### src/rtl/exec_pkg.sv
// Shared types and encodings for the execute/issue stage: opselect codes,
// control-word layout, FSM states and the operand-2 select code.
package exec_pkg;

    localparam logic [2:0] OPSEL_SHIFT_REG   = 3'b000;
    localparam logic [2:0] OPSEL_ARITH_LOGIC = 3'b001;
    localparam logic [2:0] OPSEL_MEM_WRITE   = 3'b100;
    localparam logic [2:0] OPSEL_MEM_READ    = 3'b101;

    localparam int CTRL_WIDTH     = 7;
    localparam int CTRL_OP_LSB    = 4;
    localparam int CTRL_FLAG_BIT  = 3;
    localparam int CTRL_OPSEL_LSB = 0;

    typedef enum logic [1:0] {RUN, WAIT_MEM, DRAIN} exec_state_t;

    typedef enum logic [1:0] {A2_HOLD, A2_SRC2, A2_IMM} aluin2_sel_t;

    typedef struct packed {
        logic [2:0] operation;
        logic       imm_flag;
        logic [2:0] opselect;
    } ctrl_word_t;

    function automatic ctrl_word_t unpack_ctrl(input logic [CTRL_WIDTH-1:0] word);
        ctrl_word_t c;
        c.operation = word[CTRL_OP_LSB +: 3];
        c.imm_flag  = word[CTRL_FLAG_BIT];
        c.opselect  = word[CTRL_OPSEL_LSB +: 3];
        return c;
    endfunction

endpackage

### src/rtl/exec_ctrl_decode.sv
// Combinational decode of the control word into register-slot load values:
// operand-2 select, shift amount, unit enables and memory-access flags.
module exec_ctrl_decode import exec_pkg::*; #(
    parameter int SHIFT_WIDTH = 5
) (
    input  logic [CTRL_WIDTH-1:0]  control_in,
    input  logic                   imm_shift_src,
    input  logic [SHIFT_WIDTH-1:0] imm_shamt,
    input  logic [SHIFT_WIDTH-1:0] src2_shamt,
    output logic [2:0]             operation,
    output logic [2:0]             opselect,
    output aluin2_sel_t            aluin2_sel,
    output logic [SHIFT_WIDTH-1:0] shift_amt,
    output logic                   enable_arith,
    output logic                   enable_shift,
    output logic                   is_mem_read,
    output logic                   is_mem_write
);

    ctrl_word_t ctrl;

    always_comb begin
        // NOTE: every output gets a default before the case so no latch is inferred.
        ctrl         = unpack_ctrl(control_in);
        operation    = ctrl.operation;
        opselect     = ctrl.opselect;
        aluin2_sel   = A2_HOLD;
        shift_amt    = '0;
        enable_arith = 1'b0;
        enable_shift = 1'b0;
        is_mem_read  = 1'b0;
        is_mem_write = 1'b0;
        case (ctrl.opselect)
            OPSEL_ARITH_LOGIC: begin
                enable_arith = 1'b1;
                aluin2_sel   = ctrl.imm_flag ? A2_IMM : A2_SRC2;
            end
            OPSEL_SHIFT_REG: begin
                enable_shift = 1'b1;
                shift_amt    = imm_shift_src ? src2_shamt : imm_shamt;
            end
            OPSEL_MEM_READ:  is_mem_read  = ctrl.imm_flag;
            OPSEL_MEM_WRITE: is_mem_write = ctrl.imm_flag;
            default: ;
        endcase
    end

endmodule

### src/rtl/execute_issue_stage.sv
// Execute/issue stage: decodes the control word, loads a registered output
// slot under valid/ready handshakes, waits on memory reads and drains on flush.
module execute_issue_stage import exec_pkg::*; #(
    parameter int DATA_WIDTH    = 32,
    parameter int SHIFT_WIDTH   = $clog2(DATA_WIDTH),
    parameter int IMM_SHIFT_LSB = 6,
    parameter int CNT_WIDTH     = 16
) (
    input  logic                   clock,
    input  logic                   reset,
    input  logic                   in_valid,
    output logic                   in_ready,
    input  logic [DATA_WIDTH-1:0]  src1,
    input  logic [DATA_WIDTH-1:0]  src2,
    input  logic [DATA_WIDTH-1:0]  imm,
    input  logic [CTRL_WIDTH-1:0]  control_in,
    input  logic                   flush,
    output logic                   mem_rd_req,
    input  logic                   mem_rd_valid,
    input  logic [DATA_WIDTH-1:0]  mem_rd_data,
    output logic                   mem_write_en,
    output logic [DATA_WIDTH-1:0]  mem_data_write_out,
    output logic                   out_valid,
    input  logic                   out_ready,
    output logic [DATA_WIDTH-1:0]  aluin1,
    output logic [DATA_WIDTH-1:0]  aluin2,
    output logic [2:0]             operation_out,
    output logic [2:0]             opselect_out,
    output logic [SHIFT_WIDTH-1:0] shift_number,
    output logic                   enable_arith,
    output logic                   enable_shift,
    output logic [CNT_WIDTH-1:0]   stall_cycles
);

    exec_state_t            state, state_next;
    logic [2:0]             dec_operation, dec_opselect;
    aluin2_sel_t            dec_aluin2_sel;
    logic [SHIFT_WIDTH-1:0] dec_shift;
    logic                   dec_en_arith, dec_en_shift, dec_mem_read, dec_mem_write;
    logic                   accept, stall;

    exec_ctrl_decode #(.SHIFT_WIDTH(SHIFT_WIDTH)) u_decode (
        .control_in    (control_in),
        .imm_shift_src (imm[2]),
        .imm_shamt     (imm[IMM_SHIFT_LSB +: SHIFT_WIDTH]),
        .src2_shamt    (src2[SHIFT_WIDTH-1:0]),
        .operation     (dec_operation),
        .opselect      (dec_opselect),
        .aluin2_sel    (dec_aluin2_sel),
        .shift_amt     (dec_shift),
        .enable_arith  (dec_en_arith),
        .enable_shift  (dec_en_shift),
        .is_mem_read   (dec_mem_read),
        .is_mem_write  (dec_mem_write)
    );

    // Held low during reset so nothing is accepted before release.
    assign in_ready           = reset && (state == RUN) && !flush && (!out_valid || out_ready);
    assign accept             = in_valid && in_ready;
    assign stall              = out_valid && !out_ready;
    assign mem_write_en       = accept && dec_mem_write;
    assign mem_data_write_out = src2;

    always_comb begin
        state_next = state;
        case (state)
            RUN:      if (accept && dec_mem_read) state_next = WAIT_MEM;
            // A response coinciding with flush is dropped; nothing is left to drain.
            WAIT_MEM: if (mem_rd_valid) state_next = RUN;
                      else if (flush) state_next = DRAIN;
            DRAIN:    if (mem_rd_valid) state_next = RUN;
            default:  state_next = RUN;
        endcase
    end

    always_ff @(posedge clock or negedge reset) begin
        if (!reset) state <= RUN;
        else        state <= state_next;
    end

    // NOTE: sequential state uses non-blocking assignments only, so every register
    // samples pre-edge values regardless of statement order.
    always_ff @(posedge clock or negedge reset) begin
        if (!reset) begin
            out_valid     <= 1'b0;
            aluin1        <= '0;
            aluin2        <= '0;
            operation_out <= '0;
            opselect_out  <= '0;
            shift_number  <= '0;
            enable_arith  <= 1'b0;
            enable_shift  <= 1'b0;
            mem_rd_req    <= 1'b0;
            stall_cycles  <= '0;
        end else begin
            mem_rd_req <= accept && dec_mem_read;
            if (stall && (stall_cycles != '1))
                stall_cycles <= stall_cycles + 1'b1;

            if (flush) begin
                out_valid    <= 1'b0;
                enable_arith <= 1'b0;
                enable_shift <= 1'b0;
            end else if (accept) begin
                aluin1        <= src1;
                operation_out <= dec_operation;
                opselect_out  <= dec_opselect;
                shift_number  <= dec_shift;
                enable_arith  <= dec_en_arith;
                enable_shift  <= dec_en_shift;
                out_valid     <= !dec_mem_read;
                case (dec_aluin2_sel)
                    A2_SRC2: aluin2 <= src2;
                    A2_IMM:  aluin2 <= imm;
                    default: ;
                endcase
            end else if ((state == WAIT_MEM) && mem_rd_valid) begin
                aluin2       <= mem_rd_data;
                enable_arith <= 1'b1;
                enable_shift <= 1'b0;
                shift_number <= '0;
                out_valid    <= 1'b1;
            end else if (out_valid && out_ready) begin
                out_valid <= 1'b0;
            end
        end
    end

endmodule

### config.mk
export PLATFORM = sky130hd
export DESIGN_NAME = execute_issue_stage
export DESIGN_NICKNAME = d
export VERILOG_FILES = /design/src/rtl/exec_pkg.sv /design/src/rtl/exec_ctrl_decode.sv /design/src/rtl/execute_issue_stage.sv
export SDC_FILE = /design/constraint.sdc
export NUM_CORES = 1
export LEC_CHECK = 0
export BUFFER_PORTS_ARGS = -buffer_cell sky130_fd_sc_hd__buf_2
export CORE_MARGIN = 3
export CORE_UTILIZATION = 44
export CTS_CLUSTER_SIZE = 20
export DETAILED_ROUTE_END_ITERATION = 16
export GPL_TIMING_DRIVEN = 0
export PLACE_DENSITY = 0.81
export SYNTH_ARGS = -nofsm -noshare
export SYNTH_HDL_FRONTEND = slang
export SYNTH_SLANG_ARGS = --single-unit
### constraint.sdc
create_clock -name clock -period 2.1 [get_ports clock]
set_input_delay 0.105 -clock clock [delete_from_list [all_inputs] [get_ports clock]]
set_output_delay 0.105 -clock clock [all_outputs]
set_load 0.01 [all_outputs]
==> reports/results.tsv, run 1 <==
metric	value	unit
io_buffers	267	
ys.flop_type	dfrtp_1	
synth_area_leader_cell	dfrtp_1	
first_pass_iters	4	
gp_congestion	0.920	
syn_area	0.00460	mm2
power_density	690	mW/mm2
crit_chain	nand4_1, or3_1, nor4_1, mux2_2	
async_flop_share	100	%
end_kind	flop	
synth-edff-count	0	
instances_no_fill	907	
outcome	finished, final reports clean	
fin_crit	1980	ps
tightest_slew	504	ps
drc_errors	0	
hold_path_class	input pin to flop	
path_max_fanout	6	
antenna_found_initial	1	
rsz0062_at_grt	true	
arrival	2220	ps
ir_worst_vdd	342	uV
first_global_vias	4811	
cpMaxStageDelayCell	or3_1	
netlist_instances	417	
yosysWarnings	0	
dpl.hpwl	10900	um
cap_violations	0	
place_inst	818	
antenna_left	0	
slew_headroom	66.4	%
cts.sinks	97	
setup_viol	0	
clock-skew-final	8.91	ps
drt-initial-drc-count	242	
start_util	46.2	%
core	0.00995	mm2
final_nets	911	
root_buffer	clkbuf_8	
routed_wire_length_per_instance	17.3	um
cp_num_buf_inv	0	
grt_max_degree	56	
cts_buffer_depth	2	
crit_family	simple AND/OR/NAND/NOR gates	
overflow	0	
critPathKind	flop to flop	
slew_viol_final	0	
setup_tns	0	ps
vias	4745	
final-hold-violation-count	0	
drive_gt1_share	48.1	%
dieHeight	108	um
die_w	108	um
clock_latency	350	ps
p_leak	3.70	nW
fmax	0.505	GHz
netlist.area_leader.share	52.7	%
synthToLayoutAreaGrowth	54.7	%
track_usage	26.4	%
fill_cells	694	
post_dp_cell_area	0.00614	mm2
r2r_slack	120	ps
numCtsBuffers	9	
cp_data_required_time	2340	ps
grt_pass1_wl	24200	um
seq_area_frac_synth	52.7	%
h-tree-depth	3	
synthesis.nets	559	
drt_wl_total	15700	um
vias_per_cell	5.23	
slowest_delay	470	ps
synth_area_leaders	dfrtp_1, mux2_2, a221o_1	
syn_area_per_cell	11.0	um2
design_area	0.00712	mm2
row_count	36	
period_share	94.2	%
dieArea	0.0117	mm2
synth_cell_types	38	
clkTransAtPathRegs	90	ps
cts_tree	built	
ys_seq_elements	97	
io_pins	270	
crit_path_start_kind	flop	
==> kinds of logic after synthesis <==
group | share of synthesized area, %
XOR/XNOR | 1.90
buffers and inverters | 7.96
flip-flops | 52.7
AO/OA/AOI/OAI | 13.0
AND/OR/NAND/NOR | 13.2
multiplexers | 10.9
adder cells (fa/ha/maj) | 0.272
==> final timing paths <==
kind	start	endpoint	cells past startpoint
max reg2reg	stall_cycles[8]$_DFFE_PN0P_	stall_cycles[15]$_DFFE_PN0P_	4
max in group asynchronous	reset	aluin2[21]$_DFFE_PN0P_	4
max	stall_cycles[8]$_DFFE_PN0P_	stall_cycles[15]$_DFFE_PN0P_	4
min in group asynchronous	reset	aluin1[22]$_DFFE_PN0P_	4
min	src1[1]	aluin1[1]$_DFFE_PN0P_	2
min reg2reg	shift_number[4]$_DFFE_PN0P_	shift_number[4]$_DFFE_PN0P_	1
==> final cells by class <==
cell class	count	area, um2	area share (%)
buffer	56	362	5.08
tap	133	166	2.34
sequential	97	2430	34.1
clock buffer	13	159	2.23
timing repair buffer	342	2140	30.1
inverter	1	3.75	0.0527
antenna	1	2.50	0.0351
clock inverter	2	13.8	0.193
multi-input combinational	262	1840	25.9
==> where the power goes <==
part           switching (mW)  internal, mW  leakage [nW]
registers               0.226          2.20          1.23
clock network           0.597         0.491        0.0895
logic                   0.638         0.761          2.38
==> synthesized netlist by cell type, types with 7 or more instances <==
| library cell | count |
|---|---|
| a21oi_1 | 38 |
| a221o_1 | 32 |
| buf_4 | 32 |
| clkbuf_1 | 17 |
| dfrtp_1 | 97 |
| mux2_2 | 40 |
| nand2_1 | 72 |
| nand3_1 | 7 |
| nor2_1 | 9 |
| nor3_1 | 7 |
| xor2_1 | 10 |
==> metrics by stage <==
step | utilization, % | hold WS (ps) | total power [mW] | worst slack, ps
2_1_floorplan | - | -191 | 3.03 | 309
3_3_place_gp | 61.3 | 286 | 3.65 | -1410
3_5_place_dp | 61.6 | 133 | 3.71 | -531
4_1_cts | 71.1 | 0.683 | 4.91 | -56.5
5_1_grt | 71.5 | 9.08 | 5.18 | -16.2
6_report | 71.5 | 29.2 | 4.91 | 121
==> metal layers <==
layer	routed length (um)	GRT usage [%]	share of wire (%)
met5	0	0	0
met4	414	11.5	2.6
met3	1260	4.84	8.0
met2	8040	46.2	51
met1	6000	31.9	38
==> flip-flops by register name, summed over array words and instances, names as in the netlist <==
register       flops
aluin1            32
aluin2            32
stall_cycles      16
shift_number       5
operation_out      3
opselect_out       3
state              2
enable_arith       1
enable_shift       1
mem_rd_req         1
out_valid          1
==> cell usage in the layout (no fill, tap or decap), types with 2 or more instances in the layout <==
master         count
a21oi_1           38
a221o_1           32
buf_12             2
buf_16             2
buf_2            270
buf_4             34
buf_6              4
clkbuf_1          18
clkbuf_8          11
dfrtp_1           97
dlygate4sd3_1     69
mux2_2            40
mux2i_1            5
nand2_1           72
nand2b_1           2
nand3_1            6
nand4_1            4
nor2_1             8
nor2b_1            5
nor3_1             7
nor4_1             5
o2bb2ai_1          5
or3_1              4
xor2_1            10
==> what timing repair did <==
item,CTS,global route
buffers inserted,0,2
hold buffers,72,0
gates resized for setup,3,6
setup endpoints to repair,31,34
pin swaps,0,1
hold endpoints to repair,109,0
(Power assumes the default switching activity.)
==> run 2, diff against run 1 <==
==> constraint.sdc (replaced) <==
create_clock -name clock -period 2.1 [get_ports clock]
set_input_delay 0.21 -clock clock [delete_from_list [all_inputs] [get_ports clock]]
set_output_delay 0.21 -clock clock [all_outputs]
set_load 0.01 [all_outputs]
==> run 2 against run 1 <==
Wire length decreased by 12%. Design area shrank 8.1%. Sequential cell count did not move. Die area did not move. Clock power barely moved. Count of clock-buffer cells in the layout stayed put. Critical path type unchanged. Largest cell class is now flip-flops and latches.
==> reports/results.tsv, run 2 (same netlist as run 1, synthesis figures left out) <==
metric	value	unit
fmax	0.502	GHz
p_leak	3.47	nW
dieArea	0.0117	mm2
power_density	728	mW/mm2
post_dp_cell_area	0.00614	mm2
io_pins	270	
clock_latency	350	ps
ir_worst_vdd	343	uV
cts.sinks	97	
drt-initial-drc-count	151	
clock-skew-final	8.92	ps
root_buffer	clkbuf_8	
final_common_cell	buf_2	
rsz0062_at_grt	true	
die_w	108	um
outcome	finished, final reports clean	
core	0.00995	mm2
path_max_fanout	10	
critPathKind	flop to flop	
fill_cells	778	
track_usage	22.8	%
drt_wl_total	13800	um
overflow	0	
vias	4378	
vias_per_cell	5.16	
grt_pass1_wl	20900	um
setup_viol	0	
numCtsBuffers	9	
top_layer_used	met4	
cap_violations	0	
antenna_left	0	
setup_tns	0	ps
routed_wire_length_per_instance	16.3	um
tightest_slew	512	ps
arrival	2230	ps
final_cell_mix	buf_2, dfrtp_1, nand2_1, mux2_2, buf_4	
first_pass_iters	4	
cts_buffer_depth	2	
instances_no_fill	849	
timing.final.ws_setup	107	ps
row_count	36	
route.met2.wl	6990	um
period_share	94.9	%
wl_met3	1110	um
antenna_found_initial	2	
start_util	46.2	%
h-tree-depth	3	
clkTransAtPathRegs	90	ps
wl_met1	5400	um
r2r_slack	110	ps
synthToLayoutAreaGrowth	42.1	%
hold_path_class	input pin to flop	
drc_errors	0	
final_nets	852	
final-hold-violation-count	0	
dieHeight	108	um
grt_max_degree	43	
slew_viol_final	0	
dpl.hpwl	10900	um
first_global_vias	4247	
cts_tree	built	
crit_path_start_kind	flop	
cp_data_required_time	2330	ps
design_area	0.00654	mm2
io_buffers	267	
end_kind	flop	
gp_congestion	0.920	
dp_slack	-636	ps
fin_crit	1990	ps
drive_gt1_share	53.2	%
top_regs	aluin1 x32, aluin2 x32, stall_cycles x16	
place_inst	818	
slew_headroom	65.8	%
## run 2: cell count changes in the layout (fill, tap and decap cells not counted)
cell / previous run / this run
a21o_1: 1 / 0
buf_6: 4 / 3
buf_8: 0 / 1
diode_2: 1 / 2
bufbuf_16: 0 / 1
buf_4: 34 / 40
buf_12: 2 / 3
a21o_4: 0 / 1
buf_16: 2 / 1
dlygate4sd3_1: 69 / 3
## run 2: final cells by class
cell class	instances	area [um2]	area share [%]
Antenna cell	2	5.00	0.0765
Clock inverter	2	13.8	0.210
Tap cell	133	166	2.54
Clock buffer	13	159	2.43
Timing Repair Buffer	283	1560	23.8
Buffer	56	362	5.53
Sequential cell	97	2430	37.1
Multi-Input combinational cell	262	1850	28.3
Inverter	1	3.75	0.0574
## run 2: worst paths after layout
kind / depth (start not counted) / startpoint / endpoint
setup / recovery: 6 / state[1]$_DFFE_PN0P_ / aluin2[5]$_DFFE_PN0P_
hold / removal: 2 / mem_rd_valid / state[1]$_DFFE_PN0P_
setup reg to reg: 6 / state[1]$_DFFE_PN0P_ / aluin2[5]$_DFFE_PN0P_
hold reg to reg: 1 / shift_number[4]$_DFFE_PN0P_ / shift_number[4]$_DFFE_PN0P_
max in group asynchronous: 4 / reset / aluin2[18]$_DFFE_PN0P_
min in group asynchronous: 4 / reset / aluin1[22]$_DFFE_PN0P_
## run 2: repair_timing
item,CTS,global route
cloned,1,0
setup buffers,1,7
pin swaps,1,3
resized for setup,8,3
hold buffers,6,0
endpoints found under the setup margin,33,32
hold endpoints to repair,42,0
## run 2: power breakdown
group	total, mW	leakage (nW)	internal [mW]	switching (mW)
Sequential	2.41	1.23	2.20	0.212
Clock	1.07	0.0895	0.491	0.578
Combinational	1.29	2.15	0.691	0.599
## run 2: routing by layer
layer / up-vias / GRT usage (%)
li1: 2057 / -
met3: 26 / 4.66
met4: 0 / 9.20
met1: 2095 / 27.6
met2: 200 / 39.9
met5: - / 0
## run 2: per-stage QoR
step | util [%] | hold slack, ps | total power, mW
final | 65.7 | 32.8 | 4.77
after floorplan | - | -85.6 | 3.03
after detailed placement | 61.6 | 238 | 3.71
after CTS | 65.0 | 6.74 | 4.82
after global placement | 61.3 | 391 | 3.65
after global routing | 65.7 | 31.7 | 5.05
## run 2: critical path, cell delays in order, from the launching register on
cell and delay (ps):
dfrtp_1 440, nor4b_4 360, buf_4 190, nand4_4 160, a21o_4 280, buf_6 140
a221o_1 300
==> run 3, diff against run 2 <==
--- a/config.mk
+++ b/config.mk
@@ -7,11 +7,12 @@
 export LEC_CHECK = 0
 export BUFFER_PORTS_ARGS = -buffer_cell sky130_fd_sc_hd__buf_2
 export CORE_MARGIN = 3
-export CORE_UTILIZATION = 44
+export CORE_UTILIZATION = 40
 export CTS_CLUSTER_SIZE = 20
 export DETAILED_ROUTE_END_ITERATION = 16
+export GPL_ROUTABILITY_DRIVEN = 0
 export GPL_TIMING_DRIVEN = 0
-export PLACE_DENSITY = 0.81
+export PLACE_DENSITY = 0.74
 export SYNTH_ARGS = -nofsm -noshare
 export SYNTH_HDL_FRONTEND = slang
 export SYNTH_SLANG_ARGS = --single-unit
==> run 3 against run 2 <==
Wire length grew 2.5%. Clock power up 60%. Power increased by 13%. Worst setup slack gained 16 ps. Hold slack improved by 23 ps. Final cell count is 0.35% lower.
==> reports/results.tsv, run 3 (same netlist as run 1, synthesis figures left out) <==
metric	value	unit
slowest_delay	420	ps
path_max_fanout	10	
clock_latency	340	ps
power.internal	3.84	mW
power_frac_comb	23.7	%
cts_buffer_depth	2	
drt_wl_total	14200	um
drc_errors	0	
crit_chain	nor4b_4, buf_4, nand4_4, a21o_2, buf_6, a221o_1	
vias	4340	
final_common_cell	buf_2	
switchingPower	1.55	mW
final-hold-violation-count	0	
grt_max_degree	50	
grt_pass1_wl	22100	um
first_global_vias	4436	
row_count	38	
root_buffer	clkbuf_16	
timing.final.ws_setup	123	ps
period_share	94.1	%
rsz0062_at_grt	false	
drt-initial-drc-count	239	
setup_viol	0	
critPathKind	flop to flop	
p_leak	3.48	nW
final_cell_mix	buf_2, dfrtp_1, nand2_1, mux2_2, a21oi_1	
cap_violations	0	
drive_gt1_share	53.4	%
io_buffers	267	
clkTransAtPathRegs	70	ps
dp_slack	-467	ps
p_sw_share	28.7	%
cp_data_required_time	2320	ps
synthToLayoutAreaGrowth	42.6	%
outcome	finished, final reports clean	
h-tree-depth	3	
clock-skew-final	10.3	ps
start_util	41.7	%
final_nets	843	
dieHeight	113	um
dieArea	0.0128	mm2
crit_path_start_kind	flop	
holdWs	55.6	ps
end_kind	flop	
fin_crit	1980	ps
dpl.hpwl	10900	um
die_w	113	um
hold_path_class	input pin to flop	
overflow	0	
slew_viol_final	0	
clockPowerShare	31.7	%
cts_tree	built	
arrival	2190	ps
antenna_found_initial	0	
routed_wire_length_per_instance	16.7	um
io_pins	270	
cts.sinks	97	
numCtsBuffers	9	
vias_per_cell	5.13	
antenna_cells	0	
top_regs	aluin1 x32, aluin2 x32, stall_cycles x16	
slew_headroom	64.1	%
core	0.0110	mm2
track_usage	21.7	%
seqPwrFrac	44.7	%
first_pass_iters	4	
power_density	822	mW/mm2
fmax	0.506	GHz
tightest_slew	538	ps
ir_worst_vdd	527	uV
antenna_left	0	
cpMaxStageDelayCell	dfrtp_1	
[run 3: final timing paths]
| check | start | endpoint | slack (ps) | cells after the start |
|---|---|---|---|---|
| max | state[1]$_DFFE_PN0P_ | aluin2[10]$_DFFE_PN0P_ | 120 | 6 |
| min | mem_rd_valid | state[1]$_DFFE_PN0P_ | 60 | 2 |
| max reg2reg | state[1]$_DFFE_PN0P_ | aluin2[10]$_DFFE_PN0P_ | 120 | 6 |
| min reg2reg | shift_number[0]$_DFFE_PN0P_ | shift_number[0]$_DFFE_PN0P_ | 490 | 1 |
| max in group asynchronous | reset | aluin2[8]$_DFFE_PN0P_ | 1260 | 3 |
| min in group asynchronous | reset | aluin1[2]$_DFFE_PN0P_ | 590 | 3 |
[run 3: timing repair]
action / CTS / global route
endpoints found under the setup margin: 31 / 32
resized for setup: 5 / 7
pin swaps: 2 / 1
cloned: 0 / 0
setup buffers: 1 / 2
hold buffers: 2 / 0
hold endpoints to repair: 49 / 0
[run 3: final cells by class]
class | instances | area, um2
inverter | 1 | 3.75
clock inverter | 6 | 76.3
timing repair buffer | 273 | 1430
clock buffer | 10 | 239
fill | 948 | 4470
sequential | 97 | 2430
tap | 140 | 175
buffer | 57 | 369
multi-input combinational | 262 | 1840
[run 3: power by group through the flow]
stage          Clock (mW)  Sequential, mW  Combinational [mW]
6_report             1.71            2.41                1.28
4_1_cts              1.74            2.41                1.29
5_1_grt              1.82            2.46                1.38
3_5_place_dp            0            2.43                1.28
2_1_floorplan           0            2.58               0.448
3_3_place_gp            0            2.42                1.23
[run 3: critical path: cells and delay by family (launching register included)]
kind	cells	cell delay, ps
flip-flops	1	420
AND/OR/NAND/NOR	2	460
AO/OA/AOI/OAI	2	620
buffers and inverters	2	340
[run 3: routing by layer]
| layer | global-route usage [%] | vias to the layer above | share of wire [%] |
|---|---|---|---|
| met5 | 0 | - | 0 |
| met4 | 8.25 | 0 | 1.9 |
| met1 | 25.8 | 2095 | 38 |
| met2 | 39.3 | 184 | 53 |
| met3 | 3.42 | 18 | 6.2 |
| li1 | - | 2043 | - |
[run 3: stage by stage]
step | power (mW) | cells | util (%) | instance area [um2] | TNS (ps)
4_1_cts | 5.44 | 844 | 59.2 | 6530 | 0
3_5_place_dp | 3.71 | 825 | 55.7 | 6140 | -17350
6_report | 5.39 | 846 | 59.5 | 6560 | 0
5_1_grt | 5.66 | 846 | 59.5 | 6560 | 0
2_1_floorplan | 3.03 | 417 | - | 4600 | 0
3_3_place_gp | 3.65 | 824 | 55.4 | 6110 | -120050
